### src/rtl/x_div_seq.sv
// rtl/x_div_seq.sv - iterative radix-2 restoring divider for RV32M DIV/DIVU/REM/REMU
// Holds the X stage via busy and presents the result with a one-cycle done pulse.
module x_div_seq #(
  parameter logic [5:0] ALU_DIV  = 6'd28,
  parameter logic [5:0] ALU_DIVU = 6'd29,
  parameter logic [5:0] ALU_REM  = 6'd30,
  parameter logic [5:0] ALU_REMU = 6'd31
) (
  input  logic        clk,
  input  logic        reset,
  input  logic        start,
  input  logic [5:0]  alucode,
  input  logic [31:0] op1,
  input  logic [31:0] op2,
  input  logic        kill,
  output logic        busy,
  output logic        done,
  output logic [31:0] result
);

  typedef enum logic [1:0] {IDLE, BUSY, DONE} state_t;

  state_t      state, state_n;
  logic [4:0]  counter;
  logic [31:0] dvd, dvs, rem;
  logic        op_rem, neg_q, neg_r;

  logic        is_div_op, sgn_op, rem_op, accept;
  logic        div_zero, sgn_ovf, special;
  logic [31:0] abs1, abs2, spec_res;
  logic [32:0] rem_sh;
  logic [31:0] dvd_sh, rem_n, dvd_n, fin_res;

  assign is_div_op = (alucode == ALU_DIV) | (alucode == ALU_DIVU) |
                     (alucode == ALU_REM) | (alucode == ALU_REMU);
  assign sgn_op    = (alucode == ALU_DIV) | (alucode == ALU_REM);
  assign rem_op    = (alucode == ALU_REM) | (alucode == ALU_REMU);
  assign accept    = reset & (state == IDLE) & start & is_div_op & ~kill;

  assign busy = reset & ((state == BUSY) | accept);
  assign done = reset & (state == DONE);

  assign abs1 = (sgn_op & op1[31]) ? -op1 : op1;
  assign abs2 = (sgn_op & op2[31]) ? -op2 : op2;

  // Divide-by-zero and signed overflow bypass the iteration entirely
  assign div_zero = (op2 == 32'd0);
  assign sgn_ovf  = sgn_op & (op1 == 32'h8000_0000) & (op2 == 32'hFFFF_FFFF);
  assign special  = div_zero | sgn_ovf;
  assign spec_res = rem_op ? (div_zero ? op1 : 32'd0)
                           : (div_zero ? 32'hFFFF_FFFF : 32'h8000_0000);

  // Partial remainder needs 33 bits: with a divisor above 2^31 the shift overflows 32
  assign rem_sh = {rem, dvd[31]};
  assign dvd_sh = {dvd[30:0], 1'b0};
  always_comb begin
    rem_n = rem_sh[31:0];
    dvd_n = dvd_sh;
    if (rem_sh >= {1'b0, dvs}) begin
      rem_n = rem_sh[31:0] - dvs;
      dvd_n = dvd_sh | 32'd1;
    end
  end

  assign fin_res = op_rem ? (neg_r ? -rem_n : rem_n)
                          : (neg_q ? -dvd_n : dvd_n);

  always_ff @(posedge clk) begin
    if (!reset) state <= IDLE;
    else        state <= state_n;
  end

  always_comb begin
    state_n = state;
    case (state)
      IDLE:    if (accept) state_n = special ? DONE : BUSY;
      BUSY:    if (kill) state_n = IDLE;
               else if (counter == 5'd0) state_n = DONE;
      DONE:    state_n = IDLE;
      default: state_n = IDLE;
    endcase
  end

  always_ff @(posedge clk) begin
    if (!reset) begin
      counter <= 5'd0;
      result  <= 32'd0;
    end else begin
      case (state)
        IDLE: if (accept) begin
          op_rem  <= rem_op;
          neg_q   <= sgn_op & (op1[31] ^ op2[31]);
          neg_r   <= sgn_op & op1[31];
          dvd     <= abs1;
          dvs     <= abs2;
          rem     <= 32'd0;
          counter <= 5'd31;
          if (special) result <= spec_res;
        end
        BUSY: if (!kill) begin
          dvd <= dvd_n;
          rem <= rem_n;
          if (counter != 5'd0) counter <= counter - 5'd1;
          else                 result  <= fin_res;
        end
        default: ;
      endcase
    end
  end

endmodule

### config.mk
export PLATFORM = sky130hd
export DESIGN_NAME = x_div_seq
export DESIGN_NICKNAME = d
export VERILOG_FILES = /design/src/rtl/x_div_seq.sv
export SDC_FILE = /design/constraint.sdc
export NUM_CORES = 1
export LEC_CHECK = 0
export ABC_AREA = 1
export CELL_PAD_IN_SITES_DETAIL_PLACEMENT = 0
export CELL_PAD_IN_SITES_GLOBAL_PLACEMENT = 1
export CORE_ASPECT_RATIO = 0.5
export CORE_UTILIZATION = 42
export DETAILED_ROUTE_END_ITERATION = 10
export GPL_TIMING_DRIVEN = 0
export PLACE_DENSITY = 0.85
export SLEW_MARGIN = 0
export SYNTH_ARGS = -nofsm -noshare
export SYNTH_HDL_FRONTEND = slang
export SYNTH_SLANG_ARGS = --single-unit
### constraint.sdc
create_clock -name clk -period 5.2 [get_ports clk]
set_clock_uncertainty 0.1 [all_clocks]
set_input_delay 0.52 -clock clk [delete_from_list [all_inputs] [get_ports clk]]
set_output_delay 0.52 -clock clk [all_outputs]
set_load 0.1 [all_outputs]
==> flow_metrics.py <==
metrics = {
    "outcome": {
        "status": "completed",
    },
    "detailed_routing": {
        "drt_iter0_markers": 1379,
        "routed_wl_um": 45200,
        "route.detailed.drc": 0,
        "vias_per_cell": 5.31,
        "ant_nets": 0,
        "wire_per_inst_um": 18.1,
        "vias": 13300,
        "firstDrtPassIters": 9,
    },
    "logic_synthesis": {
        "ys_warn_count": 0,
        "synth_top_family_by_area": "simple AND/OR/NAND/NOR gates",
        "synth_xor_area_frac": 0.0537,
        "seq_area_frac_synth": 0.299,
        "synthAdderAreaFrac": 0.0405,
        "syn-num-nets": 2082,
        "muxShareOfSynthArea": 0,
        "synth_area_um2": 12600,
        "ys_dominant_reg_cell": "edfxtp_1",
        "synth_compound_area_frac": 0.128,
        "synth_seq_cells": 138,
        "syn_inst": 1968,
        "ys_types": 53,
        "synth-edff-count": 99,
        "syn_avg_cell_area_um2": 6.38,
        "synth-simple-area-share": 0.368,
        "synthArstFlopShare": 0,
    },
    "floorplan": {
        "die_y_um": 124,
        "std_cell_rows": 44,
        "core_um2": 29200,
        "io_pins": 108,
        "dieWidth_um": 247,
        "start_util": 0.430,
        "dieArea_um2": 30600,
    },
    "global_route": {
        "groute.layer.met2.usage": 0.423,
        "grt_pass1_wl_um": 69200,
        "gr-max-usage-layer": "met1",
        "antenna_found_initial": 1,
        "grt_use_met1": 0.459,
        "met3_usage": 0.0601,
        "grt_overflow": 0,
        "grt_max_degree": 42,
        "grt_pass1_vias": 12000,
        "track_usage": 0.298,
    },
    "power_and_ir_drop": {
        "p_leak_nw": 6.71,
        "power_density_nw_per_um2": 242,
        "design_power_total_mw": 3.56,
        "vdd_drop_max_v": 0.000248,
    },
    "cells_and_area": {
        "area_growth_pct": 17.5,
        "antenna_cells": 0,
        "fill_cells": 3065,
        "design_area_um2": 14800,
        "final_net_count": 2211,
        "drive_above_1_share": 0.0592,
    },
    "critical_path": {
        "arrival_ns": 5.08,
        "slowest_stage": "edfxtp_1",
        "cp.required_ns": 5.48,
        "endpoint": "result[30]$_SDFFE_PN0P_",
        "worst_path_largest_cell_delay_ns": 0.49,
        "r2r_slack_ns": 0.40,
        "crit_start": "rem[2]$_SDFFCE_PN0P_",
        "reg2reg_from": "rem[2]$_SDFFCE_PN0P_",
        "crit_fanout": 10,
        "reg2reg_to": "result[30]$_SDFFE_PN0P_",
        "path_common_cell": "nand2_1",
        "setup.worst_path.class": "register to register",
        "r2r_cells": 31,
        "start_kind": "register",
        "setup.worst_path.end_class": "register",
    },
    "hold_path": {
        "hold_path.class": "register to register",
    },
    "sta": {
        "setup_viol": 0,
        "period_minus_slack_ns": 4.80,
        "hold_viol_final": 0,
        "period_share": 0.924,
        "tightest_slew_ns": 1.07,
        "tns_ns": 0,
        "rsz0062_at_grt": "no",
        "drv_slew": 0,
        "fmax_mhz": 208,
        "slew_headroom": 0.279,
        "holdWs_ns": 0.355,
    },
    "cts": {
        "clk_path_buf_depth": 2,
        "htree_levels": 4,
        "hold_buffers": 0,
        "cts-buffers-inserted": 17,
        "root_buffer": "clkbuf_16",
        "clk_latency_ns": 0.45,
        "clk_pin_slew_ns": 0.06,
        "clock-sinks": 138,
        "tritoncts": "yes",
    },
    "place": {
        "place.gp.congestion": 0.952,
        "dp_hpwl_um": 36600,
        "numPortBuffers": 107,
        "dpl_cell_area_um2": 14100,
    },
    "job": {
        "maxCapViolCount": 0,
    },
}
## where the power goes
group	leakage, nW	switching, mW	internal (mW)	total (mW)
combinational	5.21	0.703	0.319	1.02
clock	0.285	0.482	0.748	1.23
sequential	1.21	0.0565	1.26	1.31
## per-stage QoR
stage / worst slack, ns / std cells / util
2_1_floorplan: 1.26 / 1968 / -
3_3_place_gp: 0.311 / 2466 / 0.484
3_5_place_dp: 0.296 / 2467 / 0.484
4_1_cts: 0.255 / 2499 / 0.504
5_1_grt: 0.0161 / 2501 / 0.506
6_report: 0.397 / 2501 / 0.506
## registers in the layout (all words and copies together), names as in the netlist
register / count
op_rem: 1
dvd: 32
result: 32
neg_r: 1
counter: 5
dvs: 32
state: 2
neg_q: 1
rem: 32
## synthesized netlist by cell type, types with 6 or more instances
cell type,count,area (µm²)
xnor2_1,11,96.3
o211ai_1,12,90.1
o21ai_0,121,606
nor2_2,6,37.5
buf_1,7,26.3
inv_2,10,37.5
clkbuf_1,33,124
dfxtp_1,39,781
a31oi_1,12,75.1
xor2_1,66,578
o21ai_1,14,70.1
edfxtp_1,99,2970
buf_2,9,45.0
inv_1,272,1020
nor2_1,217,815
nand3b_1,12,90.1
nor3_1,30,150
nand2_1,573,2150
ha_1,39,488
nor4_1,13,81.3
nand4_1,24,150
a21oi_1,110,551
nand2_2,21,131
nand3_1,143,716
or2_2,7,43.8
## per-layer routing
metal / share of wire / routed length, µm / up-vias
met3: 0.090 / 4050 / 32
met5: 0.00022 / 10 / -
li1: - / - / 6631
met1: 0.49 / 22100 / 6105
met4: 0.016 / 703 / 2
met2: 0.41 / 18300 / 504
## layout by cell type, fill, tap and decap left out, types with 39 or more instances in the layout
cell type / n
dfxtp_1: 39
a21oi_1: 110
inv_1: 270
nand3_1: 142
nand2_1: 573
o21ai_0: 121
nor2_1: 217
clkdlybuf4s50_1: 107
edfxtp_1: 99
xor2_1: 66
## worst min path at each step
| stage | startpoint | end | slack (ns) | cells past startpoint |
|---|---|---|---|---|
| after floorplan | counter[0]$_SDFFE_PN0P_ | counter[0]$_SDFFE_PN0P_ | 0.32 | 1 |
| after global placement | counter[0]$_SDFFE_PN0P_ | counter[0]$_SDFFE_PN0P_ | 0.34 | 1 |
| after global routing | counter[0]$_SDFFE_PN0P_ | counter[0]$_SDFFE_PN0P_ | 0.36 | 1 |
| after detailed placement | counter[0]$_SDFFE_PN0P_ | counter[0]$_SDFFE_PN0P_ | 0.34 | 1 |
| after CTS | counter[0]$_SDFFE_PN0P_ | counter[0]$_SDFFE_PN0P_ | 0.35 | 1 |
| final | counter[0]$_SDFFE_PN0P_ | counter[0]$_SDFFE_PN0P_ | 0.35 | 1 |
## kinds of logic (layout without fill, tap and decap cells)
| family | Yosys count | count (layout) |
|---|---|---|
| and+or+nand+nor | 1072 | 1072 |
| AOI/OAI and AO/OA | 295 | 295 |
| adders and majority gates | 40 | 40 |
| DFF | 138 | 138 |
| xor gates and xnor gates | 77 | 77 |
| buffers and inverters | 346 | 488 |
## critical path, delay by kind of cell (launching register included)
kind,cells,cell delay (ns)
AO/OA/AOI/OAI,5,0.72
adder cells (fa/ha/maj),2,0.56
buffers and inverters,5,0.50
flip-flops,1,0.49
AND/OR/NAND/NOR,19,2.36
## final cells by class
cell class,count,area [µm²],share of cell area
clock buffer,19,433,0.0293
inverter,287,1080,0.0732
timing repair buffer,110,1110,0.0750
sequential,138,3750,0.254
tap,391,489,0.0332
clock inverter,13,150,0.0102
buffer,59,319,0.0216
multi-input combinational,1484,7420,0.503
## timing repair
action	CTS	global route
endpoints found under the setup margin	0	4
gates resized for setup	0	4
setup buffers	0	2
(Power assumes the default switching activity.)
